### config.mk
export PLATFORM = sky130hd
export DESIGN_NAME = pipe_stage_buf
export DESIGN_NICKNAME = d
export VERILOG_FILES = /design/src/rtl/pipe_stage_buf.sv
export SDC_FILE = /design/constraint.sdc
export NUM_CORES = 1
export LEC_CHECK = 0
export CORE_MARGIN = 2
export CORE_UTILIZATION = 44
export CTS_CLUSTER_DIAMETER = 30
export CTS_CLUSTER_SIZE = 8
export DETAILED_ROUTE_END_ITERATION = 10
export MAX_ROUTING_LAYER = met4
export PLACE_DENSITY = 0.84
export SYNTH_ARGS = -nofsm -noshare
export SYNTH_HDL_FRONTEND = slang
export SYNTH_SLANG_ARGS = --single-unit
export TNS_END_PERCENT = 50
### constraint.sdc
create_clock -name clk -period 2.05 [get_ports clk]
set_input_delay 0.3075 -clock clk [delete_from_list [all_inputs] [get_ports clk]]
set_output_delay 0.3075 -clock clk [all_outputs]
set_load 0.02 [all_outputs]
### src/rtl/pipe_stage_buf.sv
`default_nettype none
// +-----------------------------------------------------------------------+
// | Module   : pipe_stage_buf                                             |
// | Brief    : Pipeline-stage register with valid/ready handshake, a      |
// |            one-entry skid buffer, flush and control-bubble insertion. |
// |            Every output is driven by a flop.                          |
// | Revision : 1.0 - initial release                                      |
// +-----------------------------------------------------------------------+
module pipe_stage_buf #(
  parameter int                 CTRL_W      = 12,
  parameter int                 DATA_W      = 128,
  parameter logic [CTRL_W-1:0]  CTRL_BUBBLE = {CTRL_W{1'b0}}
) (
  input  logic              clk,
  input  logic              reset,
  input  logic              flush,
  input  logic              in_valid,
  output logic              in_ready,
  input  logic              in_bubble,
  input  logic [CTRL_W-1:0] in_ctrl,
  input  logic [DATA_W-1:0] in_data,
  output logic              out_valid,
  input  logic              out_ready,
  output logic [CTRL_W-1:0] out_ctrl,
  output logic [DATA_W-1:0] out_data,
  output logic [15:0]       bubble_cnt
);

  // EMPTY: nothing held; ONE: main entry full; TWO: main and skid full
  typedef enum logic [1:0] {
    S_EMPTY = 2'd0,
    S_ONE   = 2'd1,
    S_TWO   = 2'd2
  } state_t;

  localparam logic [15:0] c_CNT_MAX = 16'hFFFF;

  state_t              r_state,     w_state_nxt;
  logic [CTRL_W-1:0]   r_main_ctrl, w_main_ctrl_nxt;
  logic [DATA_W-1:0]   r_main_data, w_main_data_nxt;
  logic [CTRL_W-1:0]   r_skid_ctrl, w_skid_ctrl_nxt;
  logic [DATA_W-1:0]   r_skid_data, w_skid_data_nxt;
  logic                r_in_ready;
  logic                r_out_valid;
  logic [15:0]         r_bubble_cnt, w_bubble_cnt_nxt;

  logic                w_accept;
  logic                w_pop;
  logic [CTRL_W-1:0]   w_in_ctrl_eff;

  // Handshake qualifiers; flush discards the incoming beat
  assign w_accept      = in_valid & r_in_ready & ~flush;
  assign w_pop         = r_out_valid & out_ready;
  // A load-use bubble keeps the beat valid but neutralises its control
  assign w_in_ctrl_eff = in_bubble ? CTRL_BUBBLE : in_ctrl;

  // Next-state and next-entry contents; flush overrides accept and pop
  always_comb begin
    w_state_nxt      = r_state;
    w_main_ctrl_nxt  = r_main_ctrl;
    w_main_data_nxt  = r_main_data;
    w_skid_ctrl_nxt  = r_skid_ctrl;
    w_skid_data_nxt  = r_skid_data;
    w_bubble_cnt_nxt = r_bubble_cnt;

    if (w_accept && in_bubble && (r_bubble_cnt != c_CNT_MAX)) begin
      w_bubble_cnt_nxt = r_bubble_cnt + 16'd1;
    end

    if (flush) begin
      w_state_nxt     = S_EMPTY;
      w_main_ctrl_nxt = CTRL_BUBBLE;
      w_skid_ctrl_nxt = CTRL_BUBBLE;
    end else begin
      case (r_state)
        S_EMPTY: begin
          if (w_accept) begin
            w_main_ctrl_nxt = w_in_ctrl_eff;
            w_main_data_nxt = in_data;
            w_state_nxt     = S_ONE;
          end
        end
        S_ONE: begin
          if (w_accept && w_pop) begin
            w_main_ctrl_nxt = w_in_ctrl_eff;
            w_main_data_nxt = in_data;
          end else if (w_accept) begin
            w_skid_ctrl_nxt = w_in_ctrl_eff;
            w_skid_data_nxt = in_data;
            w_state_nxt     = S_TWO;
          end else if (w_pop) begin
            // Emptied entry carries a harmless control value; data holds
            w_main_ctrl_nxt = CTRL_BUBBLE;
            w_state_nxt     = S_EMPTY;
          end
        end
        S_TWO: begin
          if (w_pop) begin
            w_main_ctrl_nxt = r_skid_ctrl;
            w_main_data_nxt = r_skid_data;
            w_skid_ctrl_nxt = CTRL_BUBBLE;
            w_state_nxt     = S_ONE;
          end
        end
        default: begin
          w_state_nxt = S_EMPTY;
        end
      endcase
    end
  end

  // State, storage and handshake flops; ready/valid are derived from the
  // next state so they are registered rather than combinational from inputs
  always_ff @(posedge clk) begin
    if (reset) begin
      r_state      <= S_EMPTY;
      r_main_ctrl  <= CTRL_BUBBLE;
      r_main_data  <= '0;
      r_skid_ctrl  <= CTRL_BUBBLE;
      r_skid_data  <= '0;
      r_in_ready   <= 1'b1;
      r_out_valid  <= 1'b0;
      r_bubble_cnt <= '0;
    end else begin
      r_state      <= w_state_nxt;
      r_main_ctrl  <= w_main_ctrl_nxt;
      r_main_data  <= w_main_data_nxt;
      r_skid_ctrl  <= w_skid_ctrl_nxt;
      r_skid_data  <= w_skid_data_nxt;
      r_in_ready   <= (w_state_nxt != S_TWO);
      r_out_valid  <= (w_state_nxt != S_EMPTY);
      r_bubble_cnt <= w_bubble_cnt_nxt;
    end
  end

  assign in_ready   = r_in_ready;
  assign out_valid  = r_out_valid;
  assign out_ctrl   = r_main_ctrl;
  assign out_data   = r_main_data;
  assign bubble_cnt = r_bubble_cnt;

endmodule
`default_nettype wire

## Yosys cells after proc, flatten, opt, wreduce, memory -nomap -nowiden

Index checks and enable logic that the tools add are counted.

| cells by class | value |
|---|---|
| bitwise gates (word level) | 5 |
| shift-type cells | 0 |
| muxes and demuxes | 20 |
| reduce and logical (&&, ||, !) cells | 12 |
| order comparisons | 0 |
| equal/unequal tests | 11 |
| div/mod/pow operators | 0 |
| $add $sub $neg | 1 |
| multiply operators | 0 |

Operator list:

| cell | count |
|---|---|
| 2-to-1 mux 128 bit | 3 |
| case mux 128 bit (3 select lines) | 1 |
| 2-to-1 mux 12 bit | 7 |
| case mux 12 bit (3 select lines) | 1 |
| case mux 12 bit (2 select lines) | 1 |
| adder 16 x 1 -> 16 bit (second input constant) | 1 |
| != test 16 bit (second input constant) | 1 |
| 2-to-1 mux 2 bit | 6 |
| != test 2 bit (second input constant) | 6 |
| AND reduction 5 bit | 2 |
| AND reduction 4 bit | 2 |
| != test 3 bit (second input constant) | 2 |
| case mux 2 bit (3 select lines) | 1 |
| nonzero test 2 bit | 2 |
| bitwise AND 1 bit | 3 |
| logical AND 1 bit | 3 |
| nonzero test 3 bit | 1 |
| == test 2 x 1 -> 1 bit (second input constant) | 1 |
| == test 2 bit (second input constant) | 1 |
| logical NOT 2 bit | 1 |
| NOT 1 bit | 2 |
| OR reduction 2 bit | 1 |

| storage, ports and cells | value |
|---|---|
| input bits | 146 |
| memory bits (read-only) | 0 |
| latch bits | 0 |
| memory bits (writable) | 0 |
| memories | 0 |
| register bits | 300 |
| output and inout bits | 158 |
| word-level logic and storage cells | 57 |

## Depth between registers and ports, before layout

| depth | value |
|---|---|
| depth after elaboration | 7 |
| mapped depth | 9 |

## Worst setup path after synthesis

No wires, ideal clock.

| timing path | value |
|---|---|
| path kind | flip-flop to flip-flop |
| start | register r_state[1] |
| end | register r_main_data[39] (netlist: out_data[39]) |
| path buffers | 3 |
| cell stages (with the launch flop) | 9 |
| slack | -0.133 ns |
| arrival | 2.049 ns |
| path through | dfxtp_1 inv_1 ha_1 clkbuf_1 or2_1 a2111oi_4 clkbuf_1 buf_2 a211oi_1 |

| on the way | value |
|---|---|
| cells in the longest elaborated chain, start to end | 3 |
| elaborated cells on any way between the ends | 9 |

RTL lines:

| element | RTL line | RTL |
|---|---|---|
| start: declaration | 38 | `state_t r_state, w_state_nxt;` |
| start signal: assignment | 125 | `r_state <= w_state_nxt;` |
| == test 2 x 1 -> 1 bit, or another cell as far along | 75 | `case (r_state)` |
| != test 2 bit (no line) / nonzero test 3 bit (equally long branches) | -- |  |
| AND reduction 5 bit (no line) | -- |  |
| end signal: assignment | 127 | `r_main_data <= w_main_data_nxt;` |
| end: declaration | 40 | `logic [DATA_W-1:0] r_main_data, w_main_data_nxt;` |

Several ways; a longest one is shown, not always the timed one.
A chain may end at the register's enable or synchronous reset.

## Worst setup path after layout

| timing path | value |
|---|---|
| start | register r_state[0] |
| end | register r_main_data[24] (netlist: out_data[24]) |

Same word-level chain as after synthesis.

==> reports/qor.yml <==
yosys:
  yosys.area.top_type: "dfxtp_1"
  synth_flop_cell: "dfxtp_1"
  synth_seq_area_share_pct: 49.7
  yosysUniqueCellTypes: 42
  ys_async_sr_fraction_pct: 0
  synth_seq_cells: 300
  synth_edf_count: 0
  syn_area_um2: 12100
  synth_fp_nets: 1538
  yosysMostFrequentCell: "dfxtp_1"
  synth_common_cells: "dfxtp_1, nand2_1, a21oi_1"
  synth_warnings: 0
  synthCells: 1386
  synth_top_area_share_pct: 49.7
  synth_area_leaders: "dfxtp_1, mux2i_1, nand2_1, a211oi_1, a21oi_1"
  syn_area_per_cell_um2: 8.71
setup_path:
  worstReg2RegEnd: "out_data[24]"
  r2r-start: "r_state[0]"
  worst_setup_path_end_kind: "register"
  r2r_setup_slack_ns: -0.05
  crit_type: "reg2reg"
  worst_ep_required_time_ns: 2.51
  cp_max_fo: 23
  critPathLaunchType: "register"
  cp.arrival_ns: 2.56
  reg2regPathDepth: 9
pwr:
  p_per_area_nw_per_um2: 978
  switchingPower_uw: 4180
  seqPwrFrac_pct: 34.1
  internal_power_uw: 14000
  p_leak_uw: 0.00632
  pwr-share-clk_pct: 55.2
  irDropWorstVdd_mv: 0.755
  switching_share_pct: 23.0
  power_frac_comb_pct: 10.7
outcome:
  violations: "negative setup slack"
  outcome: "complete, but fails checks"
die:
  rows: 60
  dieArea_um2: 28800
  core_area_um2: 27000
  dieHeight_um: 170
  start_util_pct: 44.8
  fp.dieW_um: 170
  io_pins: 304
placed_design:
  dp_hpwl_mm: 21.8
  place.gp.congestion: 0.835
  io_buffer_count: 303
timing:
  setup_slack_ns: -0.0480
  timing.final.crit_share_pct: 102
  finalSetupTns_ns: -0.329
  finClkSkew_ns: 0.0189
  relSlewSlack_pct: 61.1
  max_freq_mhz: 477
  final-setup-viol-count: 18
  min_period_ns: 2.10
  rsz0062_at_grt: "true"
  slew_viol_final: 0
  worst_pin_slew_ns: 0.583
  finalHoldViolations: 0
cells_and_area:
  syn2layout_area_growth_pct: 53.9
  fin_nets: 1863
  antenna_cells: 0
  drive_gt1_share_pct: 14.7
  n_fill_cell: 1867
  final_core_util_pct: 68.9
  seq_area_um2: 6010
  multi_input_area_um2: 5910
global_routing:
  grt_max_degree: 107
  grtUsageTotal_pct: 24.2
  antenna_found_initial: 0
  grt_pass1_vias: 11200
  gr-total-overflow: 0
  grt_pass1_wl_mm: 55.8
clock_tree:
  clk_latency_ns: 0.55
  cts_made_buffers: 60
  clockRootBuffer: "clkbuf_16"
  path_clk_slew_ns: 0.05
  clockBufferDepth: 3
  cts.sinks: 300
  htreeDepth: 2
  cts_tree: "built"
routing:
  ant_nets: 0
  wl_mm: 38.3
  first_iter_violations: 929
  drc: 0
  via_count: 11700
  wire_per_inst_um: 18.3
  drtPass1Iterations: 5
  viasPerCell: 5.58
worst_hold_path:
  hold_depth: 2
  worstHoldStart: "reset"
  hold_class: "in2reg"
  min_to: "bubble_cnt[10]"
flow_run:
  cap_violations: 0
## worst max-delay path by stage
stage	endpoint	cells past startpoint	from	slack (ns)
after floorplan	bubble_cnt[10]	6	bubble_cnt[0]	-0.03
after global placement	bubble_cnt[13]	5	in_valid	-0.28
after detailed placement	out_data[83]	7	in_valid	-0.30
after CTS	out_data[25]	8	r_state[0]	-0.04
after global routing	out_data[114]	9	r_state[0]	-0.13
final	out_data[24]	9	r_state[0]	-0.05
## per-layer routing
| layer | share of wire [%] | vias to the layer above | track usage [%] | wire, um |
|---|---|---|---|---|
| met5 | 0 | - | - | 0 |
| met4 | 4.1 | 0 | 9.48 | 1560 |
| met3 | 6.9 | 119 | 5.81 | 2650 |
| met2 | 49 | 436 | 40.9 | 18800 |
| met1 | 40 | 5614 | 27.8 | 15300 |
| li1 | - | 5516 | - | - |
## metrics by stage
stage	hold WS, ns	cells	total power [uW]	setup WS, ns	cell area, um2
final	0.253	2095	18200	-0.0480	18600
after global routing	0.271	2095	18700	-0.129	18600
after CTS	0.224	2073	18000	-0.0418	17800
after detailed placement	0.446	1968	7980	-0.297	15700
after global placement	0.441	1968	7930	-0.280	15700
after floorplan	0.436	1386	7070	-0.0299	12100
## placed cells by master, fill, tap and decap left out, types with 3 or more instances in the layout
cell / Yosys / routed
clkdlybuf4s50_1: 0 / 302
dfxtp_1: 300 / 298
nand2_1: 275 / 275
a21oi_1: 154 / 154
nor2_1: 144 / 129
mux2i_1: 128 / 128
a211oi_1: 129 / 79
clkbuf_16: 0 / 70
a211oi_2: 0 / 50
buf_4: 0 / 36
o21ai_0: 19 / 19
nor2_2: 0 / 15
buf_12: 0 / 15
a32oi_1: 12 / 12
and3_1: 13 / 12
o21a_1: 12 / 12
or4_1: 11 / 11
o31ai_1: 10 / 10
clkbuf_8: 0 / 10
bufinv_16: 0 / 10
buf_6: 0 / 9
nand3_1: 9 / 8
clkbuf_1: 87 / 8
clkinvlp_4: 0 / 7
buf_8: 0 / 6
nand4_1: 5 / 5
clkinv_4: 0 / 5
inv_1: 6 / 4
or3_1: 4 / 4
or2_2: 3 / 3
nor3_1: 3 / 3
ha_1: 6 / 3
clkinv_2: 0 / 3
buf_16: 0 / 3
## timing repair
item / 4_1_cts / 5_1_grt
resized for setup: 7 / 99
gates cloned: 0 / 14
setup buffers: 0 / 8
hold buffers: 0 / 0
endpoints found under the setup margin: 17 / 121
pin swaps: 0 / 55
## kinds of logic (layout without fill, tap and decap cells)
kind of cell	Yosys count	after routing	synth area share (%)
AND/OR/NAND/NOR	479	479	16.4
AO/OA/AOI/OAI	346	346	18.2
flip-flops	300	300	49.7
multiplexers	129	129	10.7
buffers and inverters	124	492	4.16
adder cells (fa/ha/maj)	7	7	0.705
XOR/XNOR	1	1	0.0726
## power by group through the flow
| stage | Clock [uW] | Sequential [uW] | Combinational [uW] |
|---|---|---|---|
| final | 10000 | 6200 | 1950 |
| after global routing | 10400 | 6210 | 2060 |
| after CTS | 10100 | 6190 | 1720 |
| after detailed placement | 0 | 6290 | 1690 |
| after global placement | 0 | 6280 | 1650 |
| after floorplan | 0 | 6500 | 569 |
## cell type report
class | instances | area share [%]
tap | 341 | 2.30
sequential | 300 | 32.3
multi-input combinational | 962 | 31.8
clock buffer | 78 | 9.04
inverter | 6 | 0.121
clock inverter | 27 | 2.31
timing repair buffer | 381 | 22.1
## worst max-delay path, stage by stage, from the launching register on
cell       delay, ns
dfxtp_2         0.35
inv_2           0.06
ha_4            0.15
or2_4           0.25
a2111oi_4       0.39
buf_6           0.19
buf_12          0.15
clkbuf_16       0.22
nor2_2          0.04
a211oi_1        0.20
## sequential cells by signal, summed over array words and instances (netlist names)
register,count
r_skid_data,128
out_data,128
r_skid_ctrl,12
in_ready,1
out_ctrl,12
out_valid,1
bubble_cnt,16
r_state,2
Note: power is estimated with default switching activity, not from simulation.
